$ cat src/rtl/alu_share_arbiter.sv
// Round-robin sharing of one combinational ALU between two requesters.
// One operation in flight: accept in IDLE, drive the ALU in EXEC, hold the result in RESP.
module alu_share_arbiter #(
  parameter int unsigned WORD_WIDTH = 32
) (
  input  logic                  clk,
  input  logic                  reset,
  input  logic                  req0_valid,
  output logic                  req0_ready,
  input  logic [3:0]            req0_opcode,
  input  logic [WORD_WIDTH-1:0] req0_a,
  input  logic [WORD_WIDTH-1:0] req0_b,
  input  logic [4:0]            req0_sa,
  input  logic                  req1_valid,
  output logic                  req1_ready,
  input  logic [3:0]            req1_opcode,
  input  logic [WORD_WIDTH-1:0] req1_a,
  input  logic [WORD_WIDTH-1:0] req1_b,
  input  logic [4:0]            req1_sa,
  output logic                  resp0_valid,
  input  logic                  resp0_ready,
  output logic                  resp1_valid,
  input  logic                  resp1_ready,
  output logic [WORD_WIDTH-1:0] resp_result,
  output logic                  resp_zero,
  output logic [3:0]            alu_opcode,
  output logic [WORD_WIDTH-1:0] alu_a,
  output logic [WORD_WIDTH-1:0] alu_b,
  output logic [4:0]            alu_sa,
  input  logic [WORD_WIDTH-1:0] alu_resultado,
  input  logic                  alu_zero
);

  localparam logic [1:0] StIdle = 2'd0;
  localparam logic [1:0] StExec = 2'd1;
  localparam logic [1:0] StResp = 2'd2;

  logic [1:0]            r_state;
  logic                  r_rr_last;  // 1: req1 was granted last, so req0 wins the next tie
  logic                  r_grant;
  logic [3:0]            r_opcode;
  logic [WORD_WIDTH-1:0] r_a;
  logic [WORD_WIDTH-1:0] r_b;
  logic [4:0]            r_sa;
  logic [WORD_WIDTH-1:0] r_result;
  logic                  r_zero;

  logic w_in_idle;
  logic w_ready0;
  logic w_ready1;
  logic w_resp_fire;

  // Reset masks ready so nothing is accepted in the reset cycle.
  always_comb begin
    w_in_idle   = (r_state == StIdle) && !reset;
    w_ready0    = w_in_idle && req0_valid && (!req1_valid || r_rr_last);
    w_ready1    = w_in_idle && req1_valid && (!req0_valid || !r_rr_last);
    w_resp_fire = (r_state == StResp) && (r_grant ? resp1_ready : resp0_ready);
  end

  always_ff @(posedge clk) begin
    if (reset) begin
      r_state   <= StIdle;
      r_rr_last <= 1'b1;
      r_grant   <= 1'b0;
      r_opcode  <= '0;
      r_a       <= '0;
      r_b       <= '0;
      r_sa      <= '0;
      r_result  <= '0;
      r_zero    <= 1'b0;
    end else begin
      case (r_state)
        StIdle: begin
          if (w_ready0 || w_ready1) begin
            r_opcode  <= w_ready1 ? req1_opcode : req0_opcode;
            r_a       <= w_ready1 ? req1_a : req0_a;
            r_b       <= w_ready1 ? req1_b : req0_b;
            r_sa      <= w_ready1 ? req1_sa : req0_sa;
            r_grant   <= w_ready1;
            r_rr_last <= w_ready1;
            r_state   <= StExec;
          end
        end
        StExec: begin
          r_result <= alu_resultado;
          r_zero   <= alu_zero;
          r_state  <= StResp;
        end
        StResp: begin
          if (w_resp_fire) begin
            r_state <= StIdle;
          end
        end
        default: r_state <= StIdle;
      endcase
    end
  end

  assign req0_ready  = w_ready0;
  assign req1_ready  = w_ready1;
  assign resp0_valid = (r_state == StResp) && !r_grant;
  assign resp1_valid = (r_state == StResp) && r_grant;
  assign resp_result = r_result;
  assign resp_zero   = r_zero;
  assign alu_opcode  = r_opcode;
  assign alu_a       = r_a;
  assign alu_b       = r_b;
  assign alu_sa      = r_sa;

endmodule

$ cat config.mk
export PLATFORM = sky130hd
export DESIGN_NAME = alu_share_arbiter
export DESIGN_NICKNAME = d
export VERILOG_FILES = /design/src/rtl/alu_share_arbiter.sv
export SDC_FILE = /design/constraint.sdc
export NUM_CORES = 1
export LEC_CHECK = 0
export CAP_MARGIN = 10
export CELL_PAD_IN_SITES_DETAIL_PLACEMENT = 0
export CELL_PAD_IN_SITES_GLOBAL_PLACEMENT = 1
export CORE_ASPECT_RATIO = 0.5
export CORE_MARGIN = 2
export CORE_UTILIZATION = 28
export CTS_CLUSTER_SIZE = 10
export DETAILED_ROUTE_END_ITERATION = 7
export GPL_ROUTABILITY_DRIVEN = 0
export GPL_TIMING_DRIVEN = 0
export PLACE_DENSITY = 0.93
export SKIP_LAST_GASP = 1
export SYNTH_ARGS = -nofsm -noshare
export SYNTH_HDL_FRONTEND = slang
export SYNTH_SLANG_ARGS = --single-unit
$ cat constraint.sdc
create_clock -name clk -period 5.1 [get_ports clk]
set_input_delay 1.53 -clock clk [delete_from_list [all_inputs] [get_ports clk]]
set_output_delay 1.53 -clock clk [all_outputs]
set_load 0.005 [all_outputs]
==> impl_results.md <==
- Worst hold-check path type: flip-flop to flip-flop
- Most frequent cells in the layout: clkdlybuf4s50_1, dfxtp_1, a21oi_1
- PwrDens: 274 mW/mm^2
- Final worst slack: 234 ps
- Final hold viol count: 0
- Met1 Resource Use GR: 0.262
- DIE WIDTH: 192 um
- Core Region: 0.0173 mm^2
- Setup Crit Path Kind: primary input to output port
- Cells after Synth: 598
- Worst setup SP type: primary input
- N_diodes: 0
- Status: finished clean
- Fmax: 0.206 GHz
- Hold WS: 456 ps
- DRC viols: 0
- Register area share after synthesis: 0.445
- GRT met2 Usage: 0.372
- Drt initial violations: 320
- Largest net degree at the start of global routing: 19
- Synth Cell Area: 0.00495 mm^2
- Sw frac: 0.288
- First-pass GRT wire length: 31700 um
- Power Internal: 1650 uW
- Final core utilization: 0.489
- Worst Tran Pin Value: 580 ps
- Leakage: 0.00286 uW
- Worst-path clk slew: 80 ps
- Worst-Skew Late Latency: 340 ps
- Worst reg2reg startpoint: r_state[0]
- Drt wl/cell: 18.1 um
- Filler cells: 1664
- Die Height: 98.0 um
- GRT Max-Usage Layer: met2
- CP Data Arrival Time: 3340 ps
- Most common cell after layout, fill and taps aside: clkdlybuf4s50_1
- Final setup viols: 0
- Worst r2r dst: alu_a[16]
- Data required time of the worst path: 3570 ps
- Initial antenna violation count: 0
- Average size of a mapped cell: 8.27 um^2
- I/O pins: 295
- Max VDD drop: 0.000203 V
- Pre-Repair DR Iteration Count: 5
- Clock share of power: 0.290
- H-tree levels: 3
- Via count: 5995
- Grt ovf: 0
- Number of cells on the worst reg-to-reg path: 4
- TritonCTS clock tree: built
- Synth Warn #: 0
- Starting Density: 0.286
- Mapped Nets: 783
- Post-CTS Setup Bufs: 0
- Share of cells above drive strength 1: 0.0749
- Clock root cell: clkbuf_16
- Total die area: 0.0188 mm^2
- CTS Buf Count: 9
- Met3 GRT Util: 0.0316
- Reg2reg setup slack: 3310 ps
- RSZ-0062 raised after global routing: false
- Number of buffer cells added on primary ports: 294
- Fin crit share: 0.954
- Combinational fraction of design power: 0.286
- Maximum capacitance violations: 0
- GRT Resource Usage Total: 0.212
- Vias per cell: 5.25
- Dpl hpwl: 15600 um
- Fin Setup TNS: 0 ps
- Via count of the first global-routing pass: 5987
- Critical path endpoint category: output port
- Slew HR: 0.614
- Clock tree sinks: 110
- Switching Power: 668 uW
- Pre-CTS setup slack: 233 ps
- CTS max path bufs: 2
- Cts hold-fix bufs: 0
- Critical path peak fanout: 10
- Fin Clk Skew: 8.86 ps
- Final Critical Period: 4870 ps
- Slew Viols, Final: 0
- Reg power frac: 0.424
- Netlist cell types: 28
- #FFs+latches synth: 110
- Crit. Startpoint: reset
- Post-CTS sizing: 0
- Area Growth Syn to Fin: 71.2%
- PnR Total Power: 2320 uW
- WL final: 20700 um
- Antenna viol nets, final: 0
- Final nets: 1088
- Num rows: 34
- Worst Setup EP: req0_ready
==> logic make-up (layout without fill, tap and decap cells) <==
kind of cell | after synthesis | in the layout | share of synthesized area
mux | 1 | 1 | 0.00202
simple gates | 150 | 150 | 0.140
buf+inv | 79 | 389 | 0.0928
flops | 110 | 110 | 0.445
compound gates | 258 | 258 | 0.320
==> routing by layer <==
metal | routed length [um] | vias to the layer above | part of all wire
li1 | - | 2829 | -
met1 | 8590 | 2857 | 0.42
met2 | 10200 | 249 | 0.49
met3 | 972 | 60 | 0.047
met4 | 890 | 0 | 0.043
met5 | 0 | - | 0
==> power by group through the flow <==
stage / sequential (uW) / combinational [uW] / clock [uW]
after floorplan: 1000 / 268 / 0
after global placement: 999 / 652 / 0
after detailed placement: 1000 / 661 / 0
after CTS: 983 / 664 / 694
after global routing: 991 / 720 / 725
final: 984 / 665 / 673
==> cells in the mapped netlist, drive strengths merged <==
cell	n	share of area
nand3	73	0.074
nor2	2	0.0015
nand2b	1	0.0013
a31o	1	0.0018
clkbuf	27	0.020
nand3b	1	0.0015
a311oi	73	0.13
a21boi	1	0.0015
mux2i	1	0.0020
a21bo	1	0.0020
or3	1	0.0023
dfxtp	110	0.45
nor2b	1	0.0013
nor3	1	0.0033
a21oi	107	0.11
buf	49	0.070
nand2	67	0.051
or2	1	0.0013
inv	3	0.0023
and3b	1	0.0018
a211o	1	0.0018
nor3b	1	0.0015
o21ai	74	0.075
==> through the flow <==
step | area, um^2 | cells
finish | 8470 | 1142
global route | 8470 | 1142
detailed placement | 8180 | 1126
global placement | 8180 | 1126
floorplan | 4950 | 598
CTS | 8470 | 1142
==> state kept, by name, summed over array words and instances, names as in the netlist <==
| signal | flops |
|---|---|
| r_rr_last | 1 |
| resp_result | 32 |
| r_state | 2 |
| alu_sa | 5 |
| resp_zero | 1 |
| alu_opcode | 4 |
| alu_b | 32 |
| alu_a | 32 |
| r_grant | 1 |
==> final cells by class <==
| type | count | area [um^2] | share of cell area |
|---|---|---|---|
| Buffer | 76 | 448 | 0.0529 |
| Clock inverter | 6 | 46.3 | 0.00547 |
| Clock buffer | 10 | 239 | 0.0282 |
| Timing Repair Buffer | 294 | 2940 | 0.348 |
| Inverter | 3 | 11.3 | 0.00133 |
| Sequential cell | 110 | 2200 | 0.260 |
| Multi-Input combinational cell | 409 | 2280 | 0.270 |
| Tap cell | 234 | 293 | 0.0346 |
==> worst max-delay path: stages <==
cell	delay, ps
clkdlybuf4s50_1	470
or3_4	380
buf_6	170
buf_6	140
nor2_1	100
clkdlybuf4s50_1	540
==> worst min-delay path by stage <==
stage                                from         endpoint  slack, ps  depth (start not counted)
after CTS                 resp_result[17]  resp_result[17]        460                          2
after global routing      resp_result[31]  resp_result[31]        480                          2
final                     resp_result[17]  resp_result[17]        460                          2
after global placement    resp_result[31]  resp_result[31]        440                          2
after floorplan            resp_result[0]   resp_result[0]        450                          2
after detailed placement  resp_result[17]  resp_result[17]        450                          2
Note: power is estimated with default switching activity, not from simulation.
